[src/rtl/fir_ctrl.sv]
// Sequencer for the FIR datapath: gates per-sample shifts from the sample stream,
// streams a full coefficient set into the tap write port, and flags primed outputs.
module fir_ctrl #(
    parameter int NUM_TAPS       = 51,
    parameter int TAP_DATA_WIDTH = 16,
    parameter int TAP_ADDR_WIDTH = 6
) (
    input  logic                      i_clk,
    input  logic                      i_rst_n,
    input  logic                      i_run,
    input  logic                      i_load_req,
    input  logic                      i_coef_valid,
    input  logic [TAP_DATA_WIDTH-1:0] i_coef_data,
    output logic                      o_coef_ready,
    input  logic                      i_sample_valid,
    output logic                      o_sample_ready,
    output logic                      o_fir_en,
    output logic                      o_tap_wr_en,
    output logic [TAP_ADDR_WIDTH-1:0] o_tap_wr_addr,
    output logic [TAP_DATA_WIDTH-1:0] o_tap_wr_data,
    output logic                      o_out_valid,
    output logic                      o_load_done,
    output logic [1:0]                o_state
);

    typedef enum logic [1:0] {
        IDLE = 2'b00,
        RUN  = 2'b01,
        LOAD = 2'b10
    } state_t;

    localparam logic [TAP_ADDR_WIDTH-1:0] LAST_ADDR = TAP_ADDR_WIDTH'(NUM_TAPS - 1);

    state_t                      state_reg;
    state_t                      state_next;
    logic [TAP_ADDR_WIDTH-1:0]   coef_cnt_reg;
    logic [1:0]                  prime_reg;
    logic                        out_valid_reg;
    logic                        load_done_reg;

    logic sample_ready;
    logic fir_en;
    logic coef_ready;
    logic tap_wr_en;
    logic last_wr;
    logic load_entry;

    assign sample_ready = (state_reg == RUN) && !i_load_req;
    assign fir_en       = sample_ready && i_sample_valid;
    assign coef_ready   = (state_reg == LOAD);
    assign tap_wr_en    = coef_ready && i_coef_valid;
    assign last_wr      = tap_wr_en && (coef_cnt_reg == LAST_ADDR);
    assign load_entry   = (state_reg != LOAD) && (state_next == LOAD);

    always_comb begin
        state_next = state_reg;
        case (state_reg)
            IDLE: begin
                if (i_load_req)  state_next = LOAD;
                else if (i_run)  state_next = RUN;
            end
            RUN: begin
                if (i_load_req)  state_next = LOAD;
                else if (!i_run) state_next = IDLE;
            end
            LOAD: begin
                // Reload requests are ignored here; only the final word ends the load.
                if (last_wr)     state_next = i_run ? RUN : IDLE;
            end
            default:             state_next = IDLE;
        endcase
    end

    always_ff @(posedge i_clk or negedge i_rst_n) begin
        if (!i_rst_n) begin
            state_reg     <= IDLE;
            coef_cnt_reg  <= '0;
            prime_reg     <= 2'd0;
            out_valid_reg <= 1'b0;
            load_done_reg <= 1'b0;
        end else begin
            state_reg     <= state_next;
            load_done_reg <= last_wr;
            out_valid_reg <= fir_en && (prime_reg == 2'd2);

            if (load_entry || last_wr)
                coef_cnt_reg <= '0;
            else if (tap_wr_en)
                coef_cnt_reg <= coef_cnt_reg + 1'b1;

            // New taps invalidate the pipeline contents; a plain stall does not.
            if (load_entry)
                prime_reg <= 2'd0;
            else if (fir_en && (prime_reg != 2'd2))
                prime_reg <= prime_reg + 2'd1;
        end
    end

    assign o_sample_ready = sample_ready;
    assign o_fir_en       = fir_en;
    assign o_coef_ready   = coef_ready;
    assign o_tap_wr_en    = tap_wr_en;
    assign o_tap_wr_addr  = coef_cnt_reg;
    assign o_tap_wr_data  = i_coef_data;
    assign o_out_valid    = out_valid_reg;
    assign o_load_done    = load_done_reg;
    assign o_state        = state_reg;

endmodule
[config.mk]
export PLATFORM = sky130hd
export DESIGN_NAME = fir_ctrl
export DESIGN_NICKNAME = d
export VERILOG_FILES = /design/src/rtl/fir_ctrl.sv
export SDC_FILE = /design/constraint.sdc
export NUM_CORES = 1
export LEC_CHECK = 0
export BUFFER_PORTS_ARGS = -buffer_cell sky130_fd_sc_hd__buf_4
export CAP_MARGIN = 20
export CORE_UTILIZATION = 42
export CTS_BUF_LIST = sky130_fd_sc_hd__clkbuf_8
export CTS_CLUSTER_DIAMETER = 120
export DETAILED_ROUTE_END_ITERATION = 16
export HOLD_SLACK_MARGIN = 0.12
export PLACE_DENSITY_LB_ADDON = 0.15
export SLEW_MARGIN = 25
export SYNTH_ARGS = -nofsm -noshare
export SYNTH_HDL_FRONTEND = slang
export SYNTH_SLANG_ARGS = --single-unit
[constraint.sdc]
create_clock -name i_clk -period 1.5 [get_ports i_clk]
set_input_delay 0 -clock i_clk [delete_from_list [all_inputs] [get_ports i_clk]]
set_output_delay 0 -clock i_clk [all_outputs]
set_load 0.005 [all_outputs]
# == Word-level counts from Yosys, hierarchy flattened ==
# Index checks and enable logic that the tools add are counted.
# classes
reduce_logical,12
eq_ne,7
n_addsub,2
muxes,11
# ops
cell,n
2-bit 2-to-1 mux,7
6-bit 2-to-1 mux,2
1-bit logical AND,7
"6-bit by 1-bit adder with 6-bit output, second input constant",1
"2-bit == test, second input constant",3
"6-bit == test, second input constant",1
2-bit one-hot mux with 3 select lines,1
"2-bit != test, second input constant",2
2-bit nonzero test,2
"2-bit by 1-bit adder with 2-bit output, second input constant",1
"2-bit by 1-bit == test with 1-bit output, second input constant",1
2-bit zero test,1
1-bit zero test,1
1-bit logical OR,1
1-bit 2-to-1 mux,1
# word_totals
in_bits,22
output_inout_bits,30
reg_bits,12
word_cells,37

# == Longest topological paths before layout ==
# Gate-level depths: netlist of the first run.
# logic_depth
depth_word,9
mapped_depth,5
depth_no_buf,5

# == Least setup slack after synthesis of the first run ==
# Ideal clock, no wire load.
# synth_path
path_type,register to register
from,"register coef_cnt_reg[0], in the netlist o_tap_wr_addr[0]"
to,"register coef_cnt_reg[2], in the netlist o_tap_wr_addr[2]"
path_slack_ns,0.125
stages_incl_launch_ff,6
arrival_time_ns,1.301
setup_ns,0.074
path_buffers,0
period_less_slack_ns,1.375
t_required_ns,1.426
cell_sequence,dfrtp_1 -> inv_1 -> ha_1 -> and4_4 -> or3_1 -> a21oi_2
# synth_via
elab_chain_len,8
elab_cells_between_ends,11
cone_classes,add/sub: 1; eq/ne: 2; mux: 4; reduce/logical: 4
# synth_rtl
element,line_no,rtl
start: declaration,36,logic [TAP_ADDR_WIDTH-1:0] coef_cnt_reg;
start signal: assignment,89,coef_cnt_reg <= coef_cnt_reg + 1'b1;
6-bit == test,52,assign last_wr = tap_wr_en && (coef_cnt_reg == LAST_ADDR);
1-bit logical AND,52,
2-bit 2-to-1 mux,68,if (last_wr) state_next = i_run ? RUN : IDLE;
2-bit one-hot mux with 3 select lines,57,case (state_reg)
2-bit == test,53,assign load_entry = (state_reg != LOAD) && (state_next == LOAD);
1-bit logical AND,53,
1-bit logical OR,86,if (load_entry || last_wr)
6-bit 2-to-1 mux or 2-bit nonzero test (tied branches),--,
# Several ways; a longest one is shown, not always the timed one. The select of a mux whose other input is x is not followed.
# A chain may end at the register's enable or synchronous reset.

# == Final worst setup path of the first run ==
# layout_path
from,"register coef_cnt_reg[1], in the netlist o_tap_wr_addr[1]"
to,"register coef_cnt_reg[2], in the netlist o_tap_wr_addr[2]"
# Same word-level chain as after synthesis.

==> metrics.cfg, run 1 <==
[status]
status = complete, but fails checks
violations = design-rule violations

[setup_path]
r2r_end = o_tap_wr_addr[2]
start_kind = flop
r2r_slack_ps = 120
end_kind = flop
cp_slowest_stage_delay_ps = 430
reg2reg_from = o_tap_wr_addr[1]
crit_chain = ha_1 -> and4_4 -> or3_1 -> a21oi_2
reg2reg_depth = 4
cp_max_fo = 6
slowest_stage = dfrtp_1
path_class = flop to flop
cp.arrival_ps = 1550
critPathRequiredTime_ps = 1670

[cells_and_area]
largest_reg_flops = 6
antennaDiodeCount = 0
synthToLayoutAreaGrowth_pct = 39.7
drive_gt1_frac = 0.257
nets = 132
fillerInstances = 136

[drt]
viasPerCell = 4.93
drcViolationCount = 3
wire_per_inst_um = 11.0
routed_wl_mm = 1.43
firstDrtPassIters = 14
num_vias = 636
initialDrtViolationCount = 14
final_antenna_net_count = 0

[synth]
synth-seq-cells = 12
ys_async_sr_fraction = 1.00
yosysMostFrequentCell = buf_4
synth_nets = 104
yosysTopAreaCell = dfrtp_1
syn_area_per_cell_um2 = 9.49
synthCells = 79
synth_enable_flop_cells = 0
netlist.area_leader.share = 0.401
synth_common_cells = buf_4, dfrtp_1, nand2_1
synth_ff_type = dfrtp_1
synth_area_leaders = dfrtp_1, buf_4, ha_1
synthesis.area_um2 = 749
yosysSeqAreaShare = 0.401
yosysUniqueCellTypes = 27
yosysWarnings = 0

[floorplan]
initial_core_util = 0.470
die_area_um2 = 1960
rows = 14
core-area_um2 = 1590
die_height_um = 44.2
die_w_um = 44.2
ios = 52

[global_route]
grt-ovfl-total = 0
grtUsageTotal = 0.169
grt_pass1_wl_mm = 2.36
grt_antenna_before_repair = 0
grt_pass1_vias = 564
grt_max_degree = 13

[clock_tree]
cts.repair.resized = 0
cts_made_buffers = 3
cts_tree = built
clk_pin_slew_worst_paths_ps = 50
htree_num_levels = 1
max-clock-path-buffers = 2
root_buffer = clkbuf_8
clock_sinks = 12
clock_latency_ps = 240

[timing]
fin_crit_ps = 1380
slew_violations = 0
setup_viol = 0
hold_violations = 0
slew_headroom = 0.768
rsz0062_at_grt = no
finalSetupTns_ps = 0
tightest_slew_ps = 348
clock_skew_ps = 0.407
post-route-period-util = 0.922
max_freq_mhz = 723
timing.final.ws_setup_ps = 117

[flow_run]
max-cap-violations = 0

[min_path]
hp-class = input port to asynchronous set/reset pin

[placement]
dp_hpwl_um = 967
pre_cts_slack_ps = 123
place_congestion = 0.745
io_buffers = 19

[pwr]
peakVddDrop_v = 0.00108
power_mw = 1.39
p_leak_nw = 0.514
p_per_area_nw_per_um2 = 1330

## layout make-up
cell class,instances,area [um^2],area share
Timing Repair Buffer,40,350,0.335
Clock buffer,3,41.3,0.0394
Sequential cell,12,300,0.287
Inverter,4,20.0,0.0191
Tap cell,24,30.0,0.0287
Multi-Input combinational cell,46,305,0.292
## cell families (layout without fill, tap and decap cells)
logic type	count (synthesis)	count (layout)	synth area share
buffers and inverters	21	47	0.192
adders and majority gates	3	3	0.0501
and+or+nand+nor	32	32	0.252
xor gates and xnor gates	2	2	0.0234
AOI/OAI and AO/OA	8	8	0.0684
muxes	1	1	0.0134
DFF	12	12	0.401
## repair_timing
action | CTS | global route
hold endpoints to repair | 30 | 0
hold buffers | 20 | 0
setup buffers | 0 | 0
## metal layers
layer,track usage,part of all wire,up-vias
li1,-,-,303
met1,0.190,0.38,282
met2,0.300,0.50,49
met3,0.0653,0.12,2
met4,0.0364,0.0063,0
met5,0,0,-
## power breakdown
| part | internal [mW] | total [mW] | switching (mW) |
|---|---|---|---|
| Combinational | 0.323 | 0.571 | 0.248 |
| Sequential | 0.413 | 0.531 | 0.117 |
| Clock | 0.177 | 0.290 | 0.114 |
| Total | 0.913 | 1.39 | 0.479 |
## cells in the final DEF, fill, tap and decap left out
cell type / instances
nand2_1: 7
xnor2_1: 1
ha_1: 3
and4_4: 1
nand4_1: 2
clkbuf_8: 3
nor2b_1: 1
nand3b_4: 1
and4bb_1: 1
and2_1: 2
o21a_1: 1
xor2_1: 1
nand3_1: 4
and2b_1: 2
mux2i_1: 1
nor2_1: 6
inv_1: 3
dlygate4sd3_1: 20
clkinv_4: 1
nor3_1: 1
a21o_1: 1
and3_1: 1
dfrtp_1: 12
a31oi_1: 2
or3_1: 3
a21oi_2: 1
a21oi_1: 3
buf_4: 20
## through the flow
| step | hold slack [ps] | utilization | area, um^2 | std cells |
|---|---|---|---|---|
| after floorplan | -296 | - | 749 | 79 |
| after global placement | -153 | 0.505 | 806 | 106 |
| after detailed placement | -150 | 0.505 | 806 | 106 |
| after CTS | 137 | 0.657 | 1050 | 129 |
| after global routing | 156 | 0.657 | 1050 | 129 |
| final | 139 | 0.657 | 1050 | 129 |
## worst max-delay path, delay by kind of cell (launching register included)
family | cells | cell delay, ps
AOI/OAI and AO/OA | 1 | 120
and+or+nand+nor | 2 | 540
adders and majority gates | 1 | 220
DFF | 1 | 430
## how the worst max path moves through the flow
stage               slack [ps]                to              from
finish                     120  o_tap_wr_addr[2]  o_tap_wr_addr[1]
floorplan                  130  o_tap_wr_addr[2]  o_tap_wr_addr[0]
detailed placement         120  o_tap_wr_addr[2]  o_tap_wr_addr[1]
global placement           170  o_tap_wr_addr[2]  o_tap_wr_addr[1]
CTS                        110  o_tap_wr_addr[2]  o_tap_wr_addr[1]
global route                60      prime_reg[1]        o_state[1]
(Power assumes the default switching activity.)
==> inputs of run 2 (changes only) <==
- PLACE_DENSITY: default -> 0.78
- PLACE_DENSITY_LB_ADDON: 0.15 -> default
==> run 2 against run 1 <==
Effect of this change:
- the flow still finishes with violations (design-rule violations)
- sequential cell count stayed put
- clock power rose by 25%
- design area up 1.3%
- register-to-register slack about the same
- clock skew up 4.2 ps
- count of clock-buffer cells in the layout is 1 higher
- final cell count rose by 0.78%
- critical path depth unchanged
- first-iteration DRC count rose by 7.1%
- critical endpoint unchanged
==> metrics.cfg, run 2 (synthesis results as in run 1) <==
[status]
status = complete, but fails checks  ; unchanged
violations = design-rule violations  ; unchanged

[clock_tree]
cts_made_buffers = 3  ; unchanged
cts.repair.resized = 0  ; unchanged
clock_latency_ps = 240  ; about the same
htree_num_levels = 1  ; unchanged
cts_tree = built  ; unchanged
clock_sinks = 12  ; unchanged
clk_pin_slew_worst_paths_ps = 60  ; was 50 ps
max-clock-path-buffers = 2  ; unchanged
root_buffer = clkbuf_8  ; unchanged

[setup_path]
path_class = flop to flop  ; unchanged
end_kind = flop  ; unchanged
crit_chain = ha_1 -> and4_4 -> or3_1 -> a21oi_2  ; unchanged
start_kind = flop  ; unchanged
startpoint = o_tap_wr_addr[1]  ; unchanged
slowest_stage = dfrtp_1  ; unchanged
worstSetupPathDepth = 4  ; unchanged
cp.buffers_inverters = 0  ; unchanged
cp_top_family = simple AND/OR/NAND/NOR gates  ; unchanged
reg2reg_depth = 4  ; unchanged
critPathRequiredTime_ps = 1670  ; about the same
crit_end = o_tap_wr_addr[2]  ; unchanged
r2r_slack_ps = 130  ; was 120 ps
cp_max_fo = 6  ; unchanged
cp.arrival_ps = 1550  ; about the same
cp_slowest_stage_delay_ps = 430  ; about the same
r2r_end = o_tap_wr_addr[2]  ; unchanged
reg2reg_from = o_tap_wr_addr[1]  ; unchanged

[pwr]
p_leak_nw = 0.521  ; was 0.514 nW
p_switching_uw = 499  ; was 479 uW
power_mw = 1.47  ; was 1.39 mW
p_sw_frac = 0.340  ; was 0.344
peakVddDrop_v = 0.000958  ; was 0.00108 V
intPower_uw = 967  ; was 913 uW
pwr-share-seq = 0.364  ; was 0.381
combPwrFrac = 0.389  ; was 0.410
clockPowerShare = 0.247  ; was 0.209
p_per_area_nw_per_um2 = 1380  ; was 1330 nW/um^2

[global_route]
grt-ovfl-total = 0  ; unchanged
grt_pass1_wl_mm = 2.28  ; was 2.36 mm
grt_antenna_before_repair = 0  ; unchanged
grtUsageTotal = 0.167  ; was 0.169
grt_max_degree = 13  ; unchanged
grt_pass1_vias = 542  ; was 564

[drt]
initialDrtViolationCount = 15  ; was 14
wl_met1_um = 581  ; was 542 um
dr_wl_met2_um = 813  ; was 707 um
viasPerCell = 4.90  ; was 4.93
drcViolationCount = 2  ; was 3
highest_layer = met3  ; was met4
routed_wl_mm = 1.50  ; was 1.43 mm
num_vias = 637  ; was 636
wl_met3_um = 107  ; was 166 um
wire_per_inst_um = 11.6  ; was 11.0 um
final_antenna_net_count = 0  ; unchanged
firstDrtPassIters = 12  ; was 14

[timing]
setup_viol = 0  ; unchanged
fin_crit_ps = 1370  ; was 1380 ps
rsz0062_at_grt = no  ; unchanged
max_freq_mhz = 728  ; was 723 MHz
finalSetupTns_ps = 0  ; unchanged
slew_headroom = 0.767  ; was 0.768
post-route-period-util = 0.916  ; was 0.922
tightest_slew_ps = 350  ; was 348 ps
clock_skew_ps = 4.60  ; was 0.407 ps
hold_violations = 0  ; unchanged
slew_violations = 0  ; unchanged

[floorplan]
die_area_um2 = 1960  ; unchanged
core-area_um2 = 1590  ; unchanged
die_w_um = 44.2  ; unchanged
rows = 14  ; unchanged
initial_core_util = 0.470  ; unchanged
die_height_um = 44.2  ; unchanged
ios = 52  ; unchanged

[cells_and_area]
nets = 132  ; unchanged
largest_reg_flops = 6  ; unchanged
finish.instance_area_um2 = 1060  ; was 1050 um^2
synthToLayoutAreaGrowth_pct = 41.6  ; was 39.7%
antennaDiodeCount = 0  ; unchanged
layout.cells.non_filler = 130  ; was 129
drive_gt1_frac = 0.264  ; was 0.257
layout_common_cells = dlygate4sd3_1, buf_4, dfrtp_1, nand2_1, nor2_1  ; unchanged

[placement]
dp_hpwl_um = 973  ; was 967 um
place_congestion = 0.824  ; was 0.745
placedCellCount = 106  ; unchanged
placed_area_um2 = 806  ; unchanged
io_buffers = 19  ; unchanged

[flow_run]
max-cap-violations = 0  ; unchanged

[min_path]
hp-class = input port to asynchronous set/reset pin  ; unchanged

==> run 2: power groups by stage <==
stage               logic (mW)  clock network (mW)  registers (mW)
floorplan                0.307                   0           0.533
global placement         0.517                   0           0.532
detailed placement       0.528                   0           0.539
CTS                      0.577               0.367           0.534
global route             0.636               0.397           0.548
finish                   0.571               0.362           0.533
==> run 2: what timing repair did <==
item / 4_1_cts / 5_1_grt
setup buffers: 0 / 0
hold endpoints to repair: 30 / 0
hold buffers: 20 / 0
==> run 2: how the worst min path moves through the flow <==
stage	from	end	slack, ps	cells after the start
finish	i_rst_n	o_tap_wr_addr[2]	170	2
floorplan	i_rst_n	o_load_done	-300	0
detailed placement	i_rst_n	o_tap_wr_addr[0]	-150	1
CTS	i_rst_n	o_tap_wr_addr[0]	130	2
global placement	i_rst_n	o_tap_wr_addr[0]	-150	1
global route	i_rst_n	o_state[0]	170	2
==> run 2: cell type report <==
cell class | instances | area [um^2]
Timing Repair Buffer | 40 | 350
Fill cell | 120 | 533
Clock buffer | 4 | 55.1
Multi-Input combinational cell | 46 | 305
Tap cell | 24 | 30.0
Sequential cell | 12 | 300
Inverter | 4 | 20.0
==> run 2: metrics by stage <==
step,worst slack [ps],hold slack (ps),util
after floorplan,125,-296,-
after global placement,172,-154,0.505
after detailed placement,134,-152,0.505
after CTS,119,132,0.666
after global routing,78.5,170,0.666
final,126,168,0.666
==> run 2: routing by layer <==
metal	up-vias	global-route usage
met1	295	0.189
met5	-	0
li1	303	-
met4	0	0.0727
met2	39	0.300
met3	0	0.0367
